[src/rtl/alu_exec_pkg.sv]
// Shared types and constants for the ALU execute sequencer: state encoding,
// supported opcodes and the bit layout of the 16-bit instruction word.
package alu_exec_pkg;

    typedef enum logic [3:0] {
        IDLE,
        RD_A,
        LD_A,
        OP_B,
        LD_B,
        EXEC,
        DRIVE,
        WB,
        DONE
    } state_t;

    localparam logic [3:0] OPC_IMM_A = 4'b0001;
    localparam logic [3:0] OPC_IMM_B = 4'b0010;
    localparam logic [3:0] OPC_RR_A  = 4'b0011;
    localparam logic [3:0] OPC_RR_B  = 4'b0100;

    localparam int INSTR_W = 16;
    localparam int IDX_W   = 6;
    localparam int OPC_MSB = 15;
    localparam int OPC_LSB = 12;
    localparam int P1_MSB  = 11;
    localparam int P1_LSB  = 6;
    localparam int P2_MSB  = 5;
    localparam int P2_LSB  = 0;

    function automatic logic is_imm(input logic [3:0] opc);
        return (opc == OPC_IMM_A) || (opc == OPC_IMM_B);
    endfunction

    function automatic logic is_rr(input logic [3:0] opc);
        return (opc == OPC_RR_A) || (opc == OPC_RR_B);
    endfunction

endpackage

[src/rtl/alu_exec_fsm_if.sv]
// Handshake and datapath-control bundle between the execute sequencer
// (slave side) and whatever issues instructions to it (master side).
interface alu_exec_fsm_if #(
    parameter int DATA_W   = 16,
    parameter int NUM_REGS = 6
);
    logic                start;
    logic                abort;
    logic [15:0]         instruction;
    logic [NUM_REGS-1:0] rxOut;
    logic [NUM_REGS-1:0] rxIn;
    logic                ALUin0;
    logic                ALUin1;
    logic                ALUoutlatch;
    logic                ALUoutEN;
    logic                ALUImmOut;
    logic                pcInc;
    logic                done;
    logic                busy;
    logic                err;
    logic [3:0]          alu_op;
    logic [DATA_W-1:0]   immOut;

    modport master (
        output start, abort, instruction,
        input  rxOut, rxIn, ALUin0, ALUin1, ALUoutlatch, ALUoutEN, ALUImmOut,
               pcInc, done, busy, err, alu_op, immOut
    );

    modport slave (
        input  start, abort, instruction,
        output rxOut, rxIn, ALUin0, ALUin1, ALUoutlatch, ALUoutEN, ALUImmOut,
               pcInc, done, busy, err, alu_op, immOut
    );
endinterface

[src/rtl/alu_exec_fsm_onehot_dec.sv]
// Register-index decoder: index i lights bit NUM_REGS-1-i; any index at or
// beyond NUM_REGS gives an all-zero enable vector.
module onehot_dec
    import alu_exec_pkg::*;
#(
    parameter int NUM_REGS = 6
) (
    input  logic [IDX_W-1:0]    idx,
    output logic [NUM_REGS-1:0] onehot
);

    // NOTE: every output bit is assigned on every pass, so no latch can form.
    always_comb begin
        onehot = '0;
        for (int i = 0; i < NUM_REGS; i++) begin
            onehot[NUM_REGS-1-i] = (int'(idx) == i);
        end
    end

endmodule

[src/rtl/alu_exec_fsm.sv]
// Moore sequencer that walks one ALU instruction through read, operand load,
// execute, drive and write-back. Define IMM_SIGN_EXT_EN to sign-extend the
// 6-bit immediate; by default it is zero-extended.
module alu_exec_fsm
    import alu_exec_pkg::*;
#(
    parameter int DATA_W   = 16,
    parameter int NUM_REGS = 6
) (
    input logic           clk,
    input logic           rst,
    alu_exec_fsm_if.slave bus
);

    state_t               state, state_n;
    logic [INSTR_W-1:0]   instr, instr_n;
    logic [3:0]           opc_in, opc_n;
    logic [IDX_W-1:0]     p1_n, p2_n, rd_idx;
    logic [NUM_REGS-1:0]  rd_onehot, wr_onehot;
    logic [DATA_W-1:0]    imm_ext;
    logic                 reject, idx_bad;

    logic [NUM_REGS-1:0]  rx_out_n, rx_in_n, rx_out_q, rx_in_q;
    logic                 alu_in0_n, alu_in1_n, latch_n, out_en_n, imm_en_n;
    logic                 pc_inc_n, done_n, busy_n, err_n;
    logic                 alu_in0_q, alu_in1_q, latch_q, out_en_q, imm_en_q;
    logic                 pc_inc_q, done_q, busy_q, err_q;
    logic [3:0]           alu_op_n, alu_op_q;
    logic [DATA_W-1:0]    imm_out_n, imm_out_q;

    assign opc_in = bus.instruction[OPC_MSB:OPC_LSB];
    assign reject = (state == IDLE) && bus.start && !bus.abort
                    && !(is_imm(opc_in) || is_rr(opc_in));

    // Abort outranks everything, including a start seen in IDLE.
    always_comb begin
        state_n = state;
        instr_n = instr;
        if (bus.abort) begin
            state_n = IDLE;
        end else begin
            case (state)
                IDLE: if (bus.start && (is_imm(opc_in) || is_rr(opc_in))) begin
                    state_n = RD_A;
                    instr_n = bus.instruction;
                end
                RD_A:    state_n = LD_A;
                LD_A:    state_n = OP_B;
                OP_B:    state_n = LD_B;
                LD_B:    state_n = EXEC;
                EXEC:    state_n = DRIVE;
                DRIVE:   state_n = WB;
                WB:      state_n = DONE;
                default: state_n = IDLE;
            endcase
        end
    end

    assign opc_n  = instr_n[OPC_MSB:OPC_LSB];
    assign p1_n   = instr_n[P1_MSB:P1_LSB];
    assign p2_n   = instr_n[P2_MSB:P2_LSB];
    assign rd_idx = ((state_n == OP_B) || (state_n == LD_B)) ? p2_n : p1_n;
    assign idx_bad = (int'(p1_n) >= NUM_REGS)
                     || (is_rr(opc_n) && (int'(p2_n) >= NUM_REGS));

`ifdef IMM_SIGN_EXT_EN
    assign imm_ext = {{(DATA_W-IDX_W){p2_n[IDX_W-1]}}, p2_n};
`else
    assign imm_ext = {{(DATA_W-IDX_W){1'b0}}, p2_n};
`endif

    onehot_dec #(.NUM_REGS(NUM_REGS)) u_rd_dec (.idx(rd_idx), .onehot(rd_onehot));
    onehot_dec #(.NUM_REGS(NUM_REGS)) u_wr_dec (.idx(p1_n),   .onehot(wr_onehot));

    // Outputs are decoded from the upcoming state so they register alongside it.
    always_comb begin
        rx_out_n  = '0;
        rx_in_n   = '0;
        alu_in0_n = 1'b0;
        alu_in1_n = 1'b0;
        latch_n   = 1'b0;
        out_en_n  = 1'b0;
        imm_en_n  = 1'b0;
        imm_out_n = '0;
        pc_inc_n  = 1'b0;
        done_n    = 1'b0;
        err_n     = reject;
        case (state_n)
            RD_A: begin
                rx_out_n = rd_onehot;
                pc_inc_n = 1'b1;
            end
            LD_A: begin
                rx_out_n  = rd_onehot;
                alu_in0_n = 1'b1;
            end
            OP_B, LD_B: begin
                alu_in1_n = (state_n == LD_B);
                if (is_imm(opc_n)) begin
                    imm_en_n  = 1'b1;
                    imm_out_n = imm_ext;
                end else begin
                    rx_out_n = rd_onehot;
                end
            end
            EXEC:  latch_n  = 1'b1;
            DRIVE: out_en_n = 1'b1;
            WB: begin
                out_en_n = 1'b1;
                rx_in_n  = wr_onehot;
            end
            DONE: begin
                done_n = 1'b1;
                err_n  = idx_bad;
            end
            default: ;
        endcase
        busy_n   = (state_n != IDLE);
        alu_op_n = busy_n ? opc_n : 4'd0;
    end

    // NOTE: all state uses non-blocking assignments so every register samples pre-edge values.
    always_ff @(posedge clk or posedge rst) begin
        if (rst) begin
            state     <= IDLE;
            instr     <= '0;
            rx_out_q  <= '0;
            rx_in_q   <= '0;
            alu_in0_q <= 1'b0;
            alu_in1_q <= 1'b0;
            latch_q   <= 1'b0;
            out_en_q  <= 1'b0;
            imm_en_q  <= 1'b0;
            imm_out_q <= '0;
            pc_inc_q  <= 1'b0;
            done_q    <= 1'b0;
            busy_q    <= 1'b0;
            err_q     <= 1'b0;
            alu_op_q  <= '0;
        end else begin
            state     <= state_n;
            instr     <= instr_n;
            rx_out_q  <= rx_out_n;
            rx_in_q   <= rx_in_n;
            alu_in0_q <= alu_in0_n;
            alu_in1_q <= alu_in1_n;
            latch_q   <= latch_n;
            out_en_q  <= out_en_n;
            imm_en_q  <= imm_en_n;
            imm_out_q <= imm_out_n;
            pc_inc_q  <= pc_inc_n;
            done_q    <= done_n;
            busy_q    <= busy_n;
            err_q     <= err_n;
            alu_op_q  <= alu_op_n;
        end
    end

    assign bus.rxOut       = rx_out_q;
    assign bus.rxIn        = rx_in_q;
    assign bus.ALUin0      = alu_in0_q;
    assign bus.ALUin1      = alu_in1_q;
    assign bus.ALUoutlatch = latch_q;
    assign bus.ALUoutEN    = out_en_q;
    assign bus.ALUImmOut   = imm_en_q;
    assign bus.immOut      = imm_out_q;
    assign bus.pcInc       = pc_inc_q;
    assign bus.done        = done_q;
    assign bus.busy        = busy_q;
    assign bus.err         = err_q;
    assign bus.alu_op      = alu_op_q;

endmodule

[src/flat_wrapper.sv]
// flat-port wrapper written by rule: the top's interface ports become plain ports
module alu_exec_fsm_flat import alu_exec_pkg::*;
#(
    parameter int DATA_W   = 16,
    parameter int NUM_REGS = 6
)
  (clk, rst, bus_start, bus_abort, bus_instruction, bus_rxOut, bus_rxIn, bus_ALUin0, bus_ALUin1, bus_ALUoutlatch, bus_ALUoutEN, bus_ALUImmOut, bus_pcInc, bus_done, bus_busy, bus_err, bus_alu_op, bus_immOut);
  alu_exec_fsm_if #(.DATA_W(DATA_W), .NUM_REGS(NUM_REGS)) bus_i ();
  input logic clk;
  input logic rst;
  input wire logic [$bits(bus_i.start)-1:0] bus_start;
  input wire logic [$bits(bus_i.abort)-1:0] bus_abort;
  input wire logic [$bits(bus_i.instruction)-1:0] bus_instruction;
  output wire logic [$bits(bus_i.rxOut)-1:0] bus_rxOut;
  output wire logic [$bits(bus_i.rxIn)-1:0] bus_rxIn;
  output wire logic [$bits(bus_i.ALUin0)-1:0] bus_ALUin0;
  output wire logic [$bits(bus_i.ALUin1)-1:0] bus_ALUin1;
  output wire logic [$bits(bus_i.ALUoutlatch)-1:0] bus_ALUoutlatch;
  output wire logic [$bits(bus_i.ALUoutEN)-1:0] bus_ALUoutEN;
  output wire logic [$bits(bus_i.ALUImmOut)-1:0] bus_ALUImmOut;
  output wire logic [$bits(bus_i.pcInc)-1:0] bus_pcInc;
  output wire logic [$bits(bus_i.done)-1:0] bus_done;
  output wire logic [$bits(bus_i.busy)-1:0] bus_busy;
  output wire logic [$bits(bus_i.err)-1:0] bus_err;
  output wire logic [$bits(bus_i.alu_op)-1:0] bus_alu_op;
  output wire logic [$bits(bus_i.immOut)-1:0] bus_immOut;
  assign bus_i.start = bus_start;
  assign bus_i.abort = bus_abort;
  assign bus_i.instruction = bus_instruction;
  assign bus_rxOut = bus_i.rxOut;
  assign bus_rxIn = bus_i.rxIn;
  assign bus_ALUin0 = bus_i.ALUin0;
  assign bus_ALUin1 = bus_i.ALUin1;
  assign bus_ALUoutlatch = bus_i.ALUoutlatch;
  assign bus_ALUoutEN = bus_i.ALUoutEN;
  assign bus_ALUImmOut = bus_i.ALUImmOut;
  assign bus_pcInc = bus_i.pcInc;
  assign bus_done = bus_i.done;
  assign bus_busy = bus_i.busy;
  assign bus_err = bus_i.err;
  assign bus_alu_op = bus_i.alu_op;
  assign bus_immOut = bus_i.immOut;
  alu_exec_fsm #(.DATA_W(DATA_W), .NUM_REGS(NUM_REGS)) u_core (.clk(clk), .rst(rst), .bus(bus_i));
endmodule
[config.mk]
export PLATFORM = sky130hd
export DESIGN_NAME = alu_exec_fsm_flat
export DESIGN_NICKNAME = d
export VERILOG_FILES = /design/src/rtl/alu_exec_pkg.sv /design/src/rtl/alu_exec_fsm_if.sv /design/src/rtl/alu_exec_fsm_onehot_dec.sv /design/src/rtl/alu_exec_fsm.sv /design/src/flat_wrapper.sv
export SDC_FILE = /design/constraint.sdc
export NUM_CORES = 1
export LEC_CHECK = 0
export BUFFER_PORTS_ARGS = -buffer_cell sky130_fd_sc_hd__buf_2
export CAP_MARGIN = 0
export CORE_AREA = 4 4 78 80
export DETAILED_ROUTE_END_ITERATION = 10
export DIE_AREA = 0 0 82 84
export PLACE_DENSITY = 0.68
export SLEW_MARGIN = 20
export SYNTH_ARGS = -nofsm -noshare
export SYNTH_HDL_FRONTEND = slang
export SYNTH_HIERARCHICAL = 1
export SYNTH_SLANG_ARGS = --single-unit
[constraint.sdc]
create_clock -name clk -period 7.2 [get_ports clk]
set_input_delay 0.72 -clock clk [delete_from_list [all_inputs] [get_ports clk]]
set_output_delay 0.72 -clock clk [all_outputs]
set_load 0.005 [all_outputs]
==> results.json, run 1 <==
{
  "status": "finished clean",
  "final-max-slew-violation-count": 0,
  "p_leak_nw": 1.40,
  "path_max_fanout": 20,
  "pre_cts_ws_ns": 3.84,
  "r2r_slack_ns": 4.20,
  "diodes": 0,
  "drive_above_1_share_pct": 33.5,
  "final_antenna_net_count": 0,
  "drt-initial-drc-count": 71,
  "drt_wl_total_um": 4370,
  "clock_path_buffers": 2,
  "worstPathRequired_ns": 7.44,
  "grt_pass1_wl_um": 7240,
  "power_density_nw_per_um2": 250,
  "syn_area_sq_um": 2350,
  "grt_pass1_vias": 1494,
  "cts_made_buffers": 5,
  "hold_path.class": "in2async",
  "maxCapViolations": 0,
  "fin_skew_ns": 0.0145,
  "ys_ff_latch": 51,
  "netlist.area_leader.share_pct": 54.2,
  "path_class": "in2reg",
  "via_count": 1554,
  "layout.nets": 270,
  "final_hold_viol_count": 0,
  "rsz0062_at_grt": "no",
  "insertion_delay_ns": 0.31,
  "row_count": 27,
  "syn_avg_cell_area_sq_um": 11.8,
  "cp-end-kind": "register",
  "yosys.cell_count.top_type": "dfrtp_1",
  "wire_per_inst_um": 13.5,
  "cts_resized": 0,
  "fmax_mhz": 330,
  "ir_drop_uv": 96.1,
  "finalInstanceArea_sq_um": 2710,
  "async_flop_share_pct": 100,
  "synth_area_leader_cell": "dfrtp_1",
  "ys_top_cells_by_area": "dfrtp_1, nor3b_2, mux2i_1",
  "root_buffer": "clkbuf_8",
  "syn_to_final_growth_pct": 15.0,
  "cts_tree": "yes",
  "ios": 61,
  "final.min_clock_period_ns": 3.03,
  "overflow": 0,
  "antenna_found_initial": 0,
  "grt_use_total_pct": 13.7,
  "die_h_um": 84,
  "critPathLaunchType": "input pin",
  "setup_slack_ns": 4.17,
  "dieArea_sq_um": 6890,
  "r2r_cells": 7,
  "setup_violations": 0,
  "drcViolationCount": 0,
  "routed_via_density": 4.81,
  "place_hpwl_um": 3170,
  "post_cts_buffers": 0,
  "tns_ns": 0,
  "synth_cell_types": 40,
  "grt_max_degree": 52,
  "dpl_cell_area_sq_um": 2620,
  "cp_data_arrival_time_ns": 3.28,
  "clkTransAtPathRegs_ns": 0.10,
  "htreeDepth": 2,
  "ys.flop_type": "dfrtp_1",
  "synth_commonest_cells": "dfrtp_1, and2_1, nor2_1",
  "synth-edff-count": 0,
  "start_util_pct": 43.6,
  "cts_hold_buf": 0,
  "holdWs_ns": 0.541,
  "r2r_start": "u_core/state[1]",
  "port_buffers": 50,
  "dr.pass1.iters": 4,
  "power.total_mw": 0.677,
  "worstMarginPinSlew_ns": 0.934,
  "syn_inst": 200,
  "die_w_um": 82,
  "yosysWarnings": 6,
  "worstReg2RegEnd": "u_core/bus.rxOut[3]",
  "yosysSeqAreaShare_pct": 54.2,
  "coreArea_sq_um": 5410,
  "min_period_over_period_pct": 42.1,
  "cts.sinks": 51,
  "globalplace.congestion": 0.794,
  "slew_headroom_pct": 36.9
}
cell usage in the layout, fill, tap and decap left out, types with 4 or more instances in the layout:
master,netlist,layout
o21ai_0,11,11
mux2i_1,9,9
conb_1,1,10
nor2b_1,4,4
nand2_1,11,11
nor2_1,13,13
mux2_2,5,5
buf_2,1,50
and2_1,13,13
nor3_1,8,8
clkbuf_8,0,5
mux2_4,6,6
inv_1,10,9
nor3b_2,8,8
dfrtp_1,51,51
registers in the layout (all words and copies together), names as in the netlist:
signal,cells
u_core/bus.ALUin0,1
u_core/bus.rxOut,6
u_core/bus.done,1
u_core/bus.ALUImmOut,1
u_core/bus.rxIn,6
u_core/bus.err,1
u_core/bus.ALUin1,1
u_core/bus.pcInc,1
u_core/instr,16
u_core/bus.busy,1
u_core/bus.alu_op,4
u_core/bus.ALUoutEN,1
u_core/state,4
u_core/bus.ALUoutlatch,1
u_core/bus.immOut,6
final cells by class:
type                            instances  area (sq um)
Clock inverter                          3          22.5
Timing Repair Buffer                   51           258
Multi-Input combinational cell        131           953
Tap cell                               72          90.1
Sequential cell                        51          1280
Fill cell                             501          2700
Inverter                               10          38.8
Clock buffer                            5          68.8
where the power goes:
group / internal [mW] / total (mW) / leakage [nW] / switching, mW
clock network: 0.0697 / 0.164 / 0.0485 / 0.0945
logic: 0.0761 / 0.163 / 0.671 / 0.0865
registers: 0.321 / 0.350 / 0.681 / 0.0296
cells by family (layout without fill, tap and decap cells):
group,after synthesis,after routing,share of synthesized area (%)
compound gates,24,24,7.49
xor+xnor,4,4,1.49
buf+inv,27,69,6.75
flops,51,51,54.2
mux,20,20,10.0
other cells,1,10,0.159
simple gates,73,73,19.9
worst max-delay path: stages:
cell and delay [ns]:
buf_2 0.13, or3b_1 0.44, a2111oi_4 0.65, buf_4 0.39
mux2i_1 0.14, or4_4 0.52, nor3b_2 0.15, and2_1 0.13
metrics by stage:
step,util (%),cells
finish,50.1,323
global route,50.1,323
CTS,50.1,323
detailed placement,48.4,315
global placement,48.4,315
floorplan,-,209
how the worst max path moves through the flow:
stage,startpoint,end,slack (ns),depth (start not counted)
CTS,bus_instruction[12],u_core/bus.rxOut[3],4.17,8
floorplan,bus_instruction[12],u_core/bus.rxIn[3],4.17,7
global route,u_core/state[1],u_core/bus.rxOut[5],3.99,7
detailed placement,bus_instruction[12],u_core/bus.rxOut[3],3.84,8
global placement,bus_instruction[12],u_core/bus.rxOut[3],3.90,8
finish,bus_instruction[12],u_core/bus.rxOut[3],4.17,8
layer usage:
metal | track usage [%] | vias up | wire length, um
li1 | - | 769 | -
met1 | 18.5 | 740 | 1970
met2 | 20.9 | 40 | 2060
met3 | 3.78 | 5 | 267
met4 | 4.98 | 0 | 71
met5 | 0 | - | 0
Power figures use the tool's default switching activity.
==> run 2, diff against run 1 <==
==> constraint.sdc (replaced) <==
create_clock -name clk -period 3 [get_ports clk]
set_input_delay 0.3 -clock clk [delete_from_list [all_inputs] [get_ports clk]]
set_output_delay 0.3 -clock clk [all_outputs]
set_load 0.005 [all_outputs]
==> results.json, run 2 (synthesis results as in run 1) <==
{
  "status": "finished clean",
  "die_h_um": 84,
  "cp_top_family": "simple AND/OR/NAND/NOR gates",
  "cp-end-kind": "register",
  "htreeDepth": 2,
  "ir_drop_uv": 255,
  "worstReg2RegEnd": "u_core/bus.rxOut[1]",
  "fmax_mhz": 367,
  "top_register": "u_core/instr",
  "top_usage_layer": "met2",
  "largest_register_ffs": 16,
  "start_util_pct": 43.6,
  "cts.sinks": 51,
  "syn_to_final_growth_pct": 15.7,
  "cts_made_buffers": 5,
  "clkTransAtPathRegs_ns": 0.09,
  "cts_resized": 0,
  "worstMarginPinSlew_ns": 0.873,
  "grt_use_total_pct": 14.0,
  "fin_util_pct": 50.4,
  "final_hold_viol_count": 0,
  "antenna_found_initial": 0,
  "worstPathRequired_ns": 3.23,
  "gr-usage-met3_pct": 3.78,
  "globalplace.congestion": 0.780,
  "wire_per_inst_um": 13.2,
  "drt_wl_total_um": 4310,
  "setup_violations": 0,
  "drt-initial-drc-count": 40,
  "crit_chain": "or3_4 -> a2111oi_4 -> buf_4 -> o21ai_0 -> or4b_1 -> nor3_1 -> and2_1",
  "cts_hold_buf": 0,
  "slew_headroom_pct": 41.0,
  "layout.nets": 273,
  "grt_util_met2_pct": 21.7,
  "dr.pass1.iters": 4,
  "place_hpwl_um": 3180,
  "path_class": "reg2reg",
  "diodes": 0,
  "grt_pass1_vias": 1569,
  "final_antenna_net_count": 0,
  "tns_ns": 0,
  "grt_pass1_wl_um": 7460,
  "r2r_start": "u_core/state[2]",
  "drcViolationCount": 0,
  "cp_num_buf_inv": 1,
  "multi_input_area_sq_um": 953,
  "critPathLaunchType": "register",
  "rsz0062_at_grt": "no",
  "cts_tree": "yes",
  "root_buffer": "clkbuf_8",
  "insertion_delay_ns": 0.31,
  "p_leak_nw": 1.41,
  "routed_via_density": 4.75,
  "die_w_um": 82,
  "use_met1_pct": 18.4,
  "final.min_clock_period_ns": 2.73,
  "final_cell_mix": "dfrtp_1, buf_2, nor2_1, and2_1",
  "drive_above_1_share_pct": 33.9,
  "r2r_cells": 7,
  "grt_max_degree": 52,
  "holdWs_ns": 0.141,
  "port_buffers": 50,
  "path_max_fanout": 22,
  "post_cts_buffers": 0,
  "coreArea_sq_um": 5410,
  "cp_data_arrival_time_ns": 2.95,
  "overflow": 0,
  "min_period_over_period_pct": 90.8,
  "final-max-slew-violation-count": 0,
  "clock_path_buffers": 2,
  "path_depth": 7,
  "row_count": 27,
  "via_count": 1550,
  "ios": 61,
  "seqCellArea_sq_um": 1280,
  "hold_path.class": "in2async",
  "max_stage_delay_ns": 0.55,
  "dieArea_sq_um": 6890,
  "cp_slowest_cell": "or4b_1",
  "r2r_slack_ns": 0.27,
  "maxCapViolations": 0,
  "power_density_nw_per_um2": 592,
  "fin_skew_ns": 0.0167,
  "nFillCells": 520,
  "final_common_cell": "dfrtp_1"
}
-- run 2: cell count changes in the layout (fill, tap and decap cells not counted) --
cell	change
clkinvlp_4	+1
clkinv_4	-1
inv_6	-1
buf_4	+3
clkbuf_1	+1
-- run 2: cell type report --
| class | count | share of cell area (%) |
|---|---|---|
| clock buffer | 6 | 2.66 |
| clock inverter | 2 | 0.459 |
| inverter | 10 | 1.42 |
| multi-input combinational | 131 | 35.0 |
| sequential | 51 | 46.9 |
| tap | 72 | 3.31 |
| timing repair buffer | 54 | 10.3 |
-- run 2: worst max-delay path by stage --
stage	startpoint	to	slack [ns]
finish	u_core/state[2]	u_core/bus.rxOut[1]	0.27
global route	u_core/state[2]	u_core/bus.rxOut[1]	0.05
CTS	u_core/state[2]	u_core/bus.rxOut[1]	0.25
detailed placement	u_core/state[2]	u_core/bus.rxIn[5]	0.29
global placement	bus_instruction[12]	u_core/bus.rxOut[3]	0.31
floorplan	u_core/state[2]	u_core/bus.rxIn[3]	0.26
-- run 2: report_power, final --
group          switching (mW)  internal (mW)  leakage [nW]  total, mW
clock network           0.221          0.163        0.0412      0.384
registers              0.0649          0.770         0.681      0.835
logic                   0.209          0.186         0.686      0.394
total                   0.494           1.12          1.41       1.61
-- run 2: metrics by stage --
step	power, mW	instance area (sq um)	std cells	setup slack (ns)
floorplan	1.15	2390	209	0.264
global placement	1.24	2640	318	0.305
detailed placement	1.24	2640	318	0.289
CTS	1.63	2720	326	0.251
global route	1.72	2720	326	0.0537
finish	1.61	2720	326	0.275
-- run 2: layer usage --
metal	vias up	part of all wire, %
met5	-	0
met4	0	2.0
met3	7	6.0
met2	44	47
met1	733	45
li1	766	-
-- run 2: worst reg2reg max path, stage by stage (launching register included) --
cell and delay, ns:
dfrtp_1 0.48, or3_4 0.46, a2111oi_4 0.38, buf_4 0.31, o21ai_0 0.17, or4b_1 0.55
nor3_1 0.14, and2_1 0.17
